## src/rtl/mips_mc_ctrl.sv

```systemverilog
// Multicycle MIPS control FSM with memory-ready wait states, a wait watchdog and illegal-op trap.
// Optional feature macro: MIPS_MC_BNE_EN (adds bne as a branch opcode).
module mips_mc_ctrl #(
    parameter int WAIT_LIMIT = 15,
    parameter int CNT_W      = 8
) (
    input  logic       clk,
    input  logic       reset,
    input  logic [5:0] Op,
    input  logic [5:0] Funct,
    input  logic       zero,
    input  logic       mem_ready,
    output logic       IRWrite,
    output logic       RegDst,
    output logic       MemtoReg,
    output logic       RegWrite,
    output logic       ALUSrcA,
    output logic       MemWrite,
    output logic       MemRead,
    output logic       PCEn,
    output logic [1:0] ALUSrcB,
    output logic [1:0] PCSrc,
    output logic [2:0] ALUControl,
    output logic [3:0] p_state,
    output logic       illegal,
    output logic       timeout
);

    typedef enum logic [3:0] {
        FETCH    = 4'd0,
        DECODE   = 4'd1,
        MEMADR   = 4'd2,
        MEMRD    = 4'd3,
        MEMWB    = 4'd4,
        MEMWR    = 4'd5,
        EXEC     = 4'd6,
        ALUWB    = 4'd7,
        BRANCH   = 4'd8,
        ADDIEXEC = 4'd9,
        ADDIWB   = 4'd10,
        JUMP     = 4'd11,
        ERR      = 4'd15
    } state_t;

    localparam logic [5:0] OP_RTYPE = 6'b000000;
    localparam logic [5:0] OP_LW    = 6'b100011;
    localparam logic [5:0] OP_SW    = 6'b101011;
    localparam logic [5:0] OP_BEQ   = 6'b000100;
    localparam logic [5:0] OP_BNE   = 6'b000101;
    localparam logic [5:0] OP_ADDI  = 6'b001000;
    localparam logic [5:0] OP_J     = 6'b000010;

    state_t           state_q, state_d;
    logic [CNT_W-1:0] cnt_q, cnt_d;
    logic             funct_ok;
    logic             take_br;
    logic             irw, pce, rw, mw, mr, ill;

    always_ff @(posedge clk or negedge reset) begin
        if (!reset) begin
            state_q <= FETCH;
            cnt_q   <= '0;
        end else begin
            state_q <= state_d;
            cnt_q   <= cnt_d;
        end
    end

    always_comb begin
        funct_ok = 1'b0;
        case (Funct)
            6'b100000, 6'b100010, 6'b100100, 6'b100101, 6'b101010: funct_ok = 1'b1;
            default: funct_ok = 1'b0;
        endcase
    end

`ifdef MIPS_MC_BNE_EN
    assign take_br = (Op == OP_BNE) ? ~zero : zero;
`else
    assign take_br = zero;
`endif

    always_comb begin
        state_d    = state_q;
        cnt_d      = '0;
        irw        = 1'b0;
        pce        = 1'b0;
        rw         = 1'b0;
        mw         = 1'b0;
        mr         = 1'b0;
        ill        = 1'b0;
        RegDst     = 1'b0;
        MemtoReg   = 1'b0;
        ALUSrcA    = 1'b0;
        ALUSrcB    = 2'b00;
        PCSrc      = 2'b00;
        ALUControl = 3'b000;
        unique case (state_q)
            FETCH: begin
                mr         = 1'b1;
                ALUSrcB    = 2'b01;
                ALUControl = 3'b010;
                if (mem_ready) begin
                    irw     = 1'b1;
                    pce     = 1'b1;
                    state_d = DECODE;
                end else if (cnt_q == CNT_W'(WAIT_LIMIT - 1)) begin
                    state_d = ERR;
                end else begin
                    cnt_d = cnt_q + 1'b1;
                end
            end
            DECODE: begin
                ALUSrcB    = 2'b11;
                ALUControl = 3'b010;
                if (Op == OP_LW || Op == OP_SW)      state_d = MEMADR;
                else if (Op == OP_RTYPE && funct_ok) state_d = EXEC;
                else if (Op == OP_BEQ)               state_d = BRANCH;
`ifdef MIPS_MC_BNE_EN
                else if (Op == OP_BNE)               state_d = BRANCH;
`endif
                else if (Op == OP_ADDI)              state_d = ADDIEXEC;
                else if (Op == OP_J)                 state_d = JUMP;
                else begin
                    ill     = 1'b1;
                    state_d = FETCH;
                end
            end
            MEMADR: begin
                ALUSrcA    = 1'b1;
                ALUSrcB    = 2'b10;
                ALUControl = 3'b010;
                state_d    = (Op == OP_LW) ? MEMRD : MEMWR;
            end
            MEMRD, MEMWR: begin
                mr = (state_q == MEMRD);
                mw = (state_q == MEMWR);
                if (mem_ready) state_d = (state_q == MEMRD) ? MEMWB : FETCH;
                else if (cnt_q == CNT_W'(WAIT_LIMIT - 1)) state_d = ERR;
                else cnt_d = cnt_q + 1'b1;
            end
            MEMWB: begin
                MemtoReg = 1'b1;
                rw       = 1'b1;
                state_d  = FETCH;
            end
            EXEC: begin
                ALUSrcA = 1'b1;
                case (Funct)
                    6'b100010: ALUControl = 3'b110;
                    6'b100100: ALUControl = 3'b000;
                    6'b100101: ALUControl = 3'b001;
                    6'b101010: ALUControl = 3'b111;
                    default:   ALUControl = 3'b010;
                endcase
                state_d = ALUWB;
            end
            ALUWB: begin
                RegDst  = 1'b1;
                rw      = 1'b1;
                state_d = FETCH;
            end
            BRANCH: begin
                ALUSrcA    = 1'b1;
                ALUControl = 3'b110;
                PCSrc      = 2'b01;
                pce        = take_br;
                state_d    = FETCH;
            end
            ADDIEXEC: begin
                ALUSrcA    = 1'b1;
                ALUSrcB    = 2'b10;
                ALUControl = 3'b010;
                state_d    = ADDIWB;
            end
            ADDIWB: begin
                rw      = 1'b1;
                state_d = FETCH;
            end
            JUMP: begin
                PCSrc   = 2'b10;
                pce     = 1'b1;
                state_d = FETCH;
            end
            ERR:     state_d = ERR;
            default: state_d = FETCH;
        endcase
    end

    // Strobes are masked while reset is held so nothing writes during an async reset.
    assign IRWrite  = irw & reset;
    assign PCEn     = pce & reset;
    assign RegWrite = rw & reset;
    assign MemWrite = mw & reset;
    assign MemRead  = mr & reset;
    assign illegal  = ill & reset;
    assign timeout  = (state_q == ERR);
    assign p_state  = state_q;

endmodule

```

## config.mk

```make
export PLATFORM = sky130hd
export DESIGN_NAME = mips_mc_ctrl
export DESIGN_NICKNAME = d
export VERILOG_FILES = /design/src/rtl/mips_mc_ctrl.sv
export SDC_FILE = /design/constraint.sdc
export NUM_CORES = 1
export LEC_CHECK = 0
export BUFFER_PORTS_ARGS = -buffer_cell sky130_fd_sc_hd__buf_2
export CORE_UTILIZATION = 35
export CTS_CLUSTER_DIAMETER = 80
export DETAILED_ROUTE_END_ITERATION = 7
export SETUP_SLACK_MARGIN = 0.05
export SLEW_MARGIN = 0
export SYNTH_ARGS = -nofsm -noshare
export SYNTH_HDL_FRONTEND = slang
export SYNTH_SLANG_ARGS = --single-unit
```

## constraint.sdc

```tcl
create_clock -name clk -period 4.36 [get_ports clk]
set_input_delay 0.654 -clock clk [delete_from_list [all_inputs] [get_ports clk]]
set_output_delay 0.654 -clock clk [all_outputs]
set_load 0.1 [all_outputs]
```

==> reports/qor.yml <==
run_status:
  status: "finished clean"
cells_and_area:
  drive_gt1_share_pct: 27.8
  syn2layout_area_growth_pct: 23.6
  antenna_cells: 0
  regArea_um2: 300
  multi_input_comb_area_um2: 683
  fillers: 301
  nets: 188
drt:
  post_drt_wl_per_cell_um: 12.0
  drcViolationCount: 0
  drtIter0Drc: 29
  drtAntennaViolNets: 0
  first_pass_iters: 4
  finalWirelength_um: 2400
  vias_per_cell: 5.48
  routed-via-count: 1095
global_routing:
  antenna_found_initial: 0
  grt_pass1_vias: 956
  grt_use_total_pct: 16.3
  grt_max_degree: 20
  overflow: 0
  grt_pass1_wl_um: 4200
min_path:
  hold_path.class: "in -> async"
setup_path:
  cp-end-kind: "output port"
  required_ns: 3.71
  cp.arrival_ns: 2.24
  start_kind: "flop"
  cp_max_fo: 19
  rr_worst_depth: 5
  criticalPathCategory: "reg -> out"
run:
  cap_violations: 0
timing:
  report.final.slew_viol_count: 0
  worst_pin_slew_ns: 0.528
  slew_headroom_pct: 64.8
  rsz0062_at_grt: "no"
  setup_viol: 0
  period_share_pct: 66.4
  finClkSkew_ns: 0.00139
  layout_min_cycle_time_ns: 2.89
  fin_tns_setup_ns: 0
  fmax_mhz: 346
  hold_violations: 0
  postLayoutSetupSlackWorst_ns: 1.47
pwr:
  power_density_nw_per_um2: 558
  power.clock.fraction_pct: 12.1
  combinationalPowerShare_pct: 63.4
  p_sw_uw: 434
  p_leak_uw: 0.000576
  intPower_uw: 265
  switching_share_pct: 62.0
  ir_worst_vdd_mv: 0.367
  seqPwrFrac_pct: 24.4
synth:
  synthAdderAreaFrac_pct: 2.47
  synth.net_count: 153
  ys_ff_latch: 12
  syn_area_um2: 1010
  ys_seq_area_share_pct: 29.6
  synth-compound-area-share_pct: 19.2
  synth-edff-count: 0
  ys_types: 44
  synth_top_family_by_area: "simple AND/OR/NAND/NOR gates"
  ys_warn_count: 0
  yosys-mux-area-fraction_pct: 0.986
  yosys.area_share.simple_pct: 36.5
  synth_xor_area_share_pct: 6.91
  synth.avg_cell_area_um2: 7.52
  async_reset_ff_share_pct: 100
  synthCells: 135
  synth_ff_type: "dfrtp_1"
placement:
  hpwlAfterDp_um: 1840
  place_ws_ns: 1.66
  gp_congestion: 0.769
  port_buffers: 36
floorplanning:
  num_io_pins: 37
  core_um2: 2760
  die_h_um: 55.8
  floorplan.die_area_um2: 3120
  rows: 19
  die_x_um: 55.8
  initial_core_util_pct: 36.8
clocking:
  clkTransAtPathRegs_ns: 0.07
  cts_tree: "yes"
  cts.repair.resized: 0
  ctsHoldBuffers: 0
  cts_buffer_depth: 2
  cts_made_buffers: 3
  htreeDepth: 1
  clock_sinks: 12
  cts_setup_buffers: 0
  cts-root-buf: "clkbuf_4"
  clk_latency_ns: 0.26
==> path summary, 6_finish.rpt <==
check,startpoint,end,slack [ns]
hold / removal,reset,cnt_q[4]$_DFF_PN0_,0.28
setup / recovery,p_state[1]$_DFF_PN0_,illegal,1.47
max in group asynchronous,reset,p_state[0]$_DFF_PN0_,3.84
hold reg to reg,cnt_q[0]$_DFF_PN0_,cnt_q[0]$_DFF_PN0_,0.52
setup reg to reg,p_state[2]$_DFF_PN0_,cnt_q[3]$_DFF_PN0_,2.56
min in group clk,cnt_q[0]$_DFF_PN0_,cnt_q[0]$_DFF_PN0_,0.52
==> layout by cell type, fill, tap and decap left out, drive strengths merged, types with 2 or more instances in the layout <==
cell / count
a21oi: 6
a31o: 2
a31oi: 3
and2: 2
and3: 3
and4b: 2
buf: 36
clkbuf: 4
dfrtp: 12
ha: 2
inv: 4
nand2: 13
nand2b: 4
nand3: 3
nand4: 2
nor2: 21
nor2b: 4
nor3: 9
o211ai: 2
o21ai: 9
or2: 2
or3: 3
xnor2: 2
xor2: 6
==> Yosys cell counts, drive strengths merged (3+ instances only) <==
cell | count | area (um^2)
dfrtp | 12 | 300
nand2 | 13 | 48.8
a21oi | 6 | 33.8
buf | 3 | 17.5
nor2b | 4 | 25.0
clkbuf | 3 | 11.3
a31oi | 3 | 18.8
nor3 | 9 | 50.1
inv | 4 | 15.0
nand3 | 3 | 15.0
xor2 | 6 | 52.6
and3 | 3 | 18.8
o21ai | 9 | 45.0
or3 | 3 | 18.8
nand2b | 4 | 25.0
nor2 | 21 | 81.3
==> power by group through the flow <==
stage | Sequential [uW] | Combinational (uW) | Clock [uW]
3_3_place_gp | 172 | 443 | 0
3_5_place_dp | 173 | 443 | 0
5_1_grt | 178 | 470 | 93.6
4_1_cts | 171 | 446 | 88.2
2_1_floorplan | 206 | 343 | 0
6_report | 171 | 444 | 84.9
==> layer usage <==
layer / vias to the layer above / global-route usage (%) / routed length [um] / share of wire (%)
li1: 557 / - / - / -
met1: 516 / 23.9 / 1240 / 52
met2: 20 / 26.0 / 1090 / 45
met3: 2 / 3.02 / 61 / 2.5
met4: 0 / 2.09 / 12 / 0.50
met5: - / 0 / 0 / 0
==> stage by stage <==
stage | std cells | utilization [%] | hold WS, ns | total power (uW) | area, um^2
after global placement | 196 | 44.1 | 0.518 | 615 | 1220
after CTS | 200 | 45.5 | 0.280 | 705 | 1250
after detailed placement | 196 | 44.1 | 0.505 | 616 | 1220
final | 200 | 45.5 | 0.275 | 699 | 1250
after floorplan | 135 | - | 0.358 | 548 | 1030
after global routing | 200 | 45.5 | 0.280 | 742 | 1250
==> sequential cells by signal, indices dropped and copies added, names as in the netlist <==
| signal | count |
|---|---|
| cnt_q | 8 |
| p_state | 4 |
==> logic make-up (layout without fill, tap and decap cells) <==
| family | after synthesis | in the layout |
|---|---|---|
| AOI/OAI and AO/OA | 30 | 30 |
| xor gates and xnor gates | 8 | 8 |
| adders and majority gates | 2 | 2 |
| buffers and inverters | 10 | 44 |
| DFF | 12 | 12 |
| muxes | 1 | 1 |
| and+or+nand+nor | 72 | 72 |
==> critical path, cell delays in order, from the launching register on <==
cell and delay [ns]:
dfrtp_1 0.57, nand2b_1 0.29, nor3_1 0.23, o21ai_1 0.14
nor2_1 0.15, and3_1 0.17, buf_2 0.42
==> area by class of cell <==
cell class | count | share of cell area (%)
multi-input cells | 113 | 54.5
flip-flops and latches | 12 | 24.0
repair buffers | 36 | 14.4
well taps | 31 | 3.09
clock buffers | 4 | 2.89
inverters | 4 | 1.20
(Power assumes the default switching activity.)
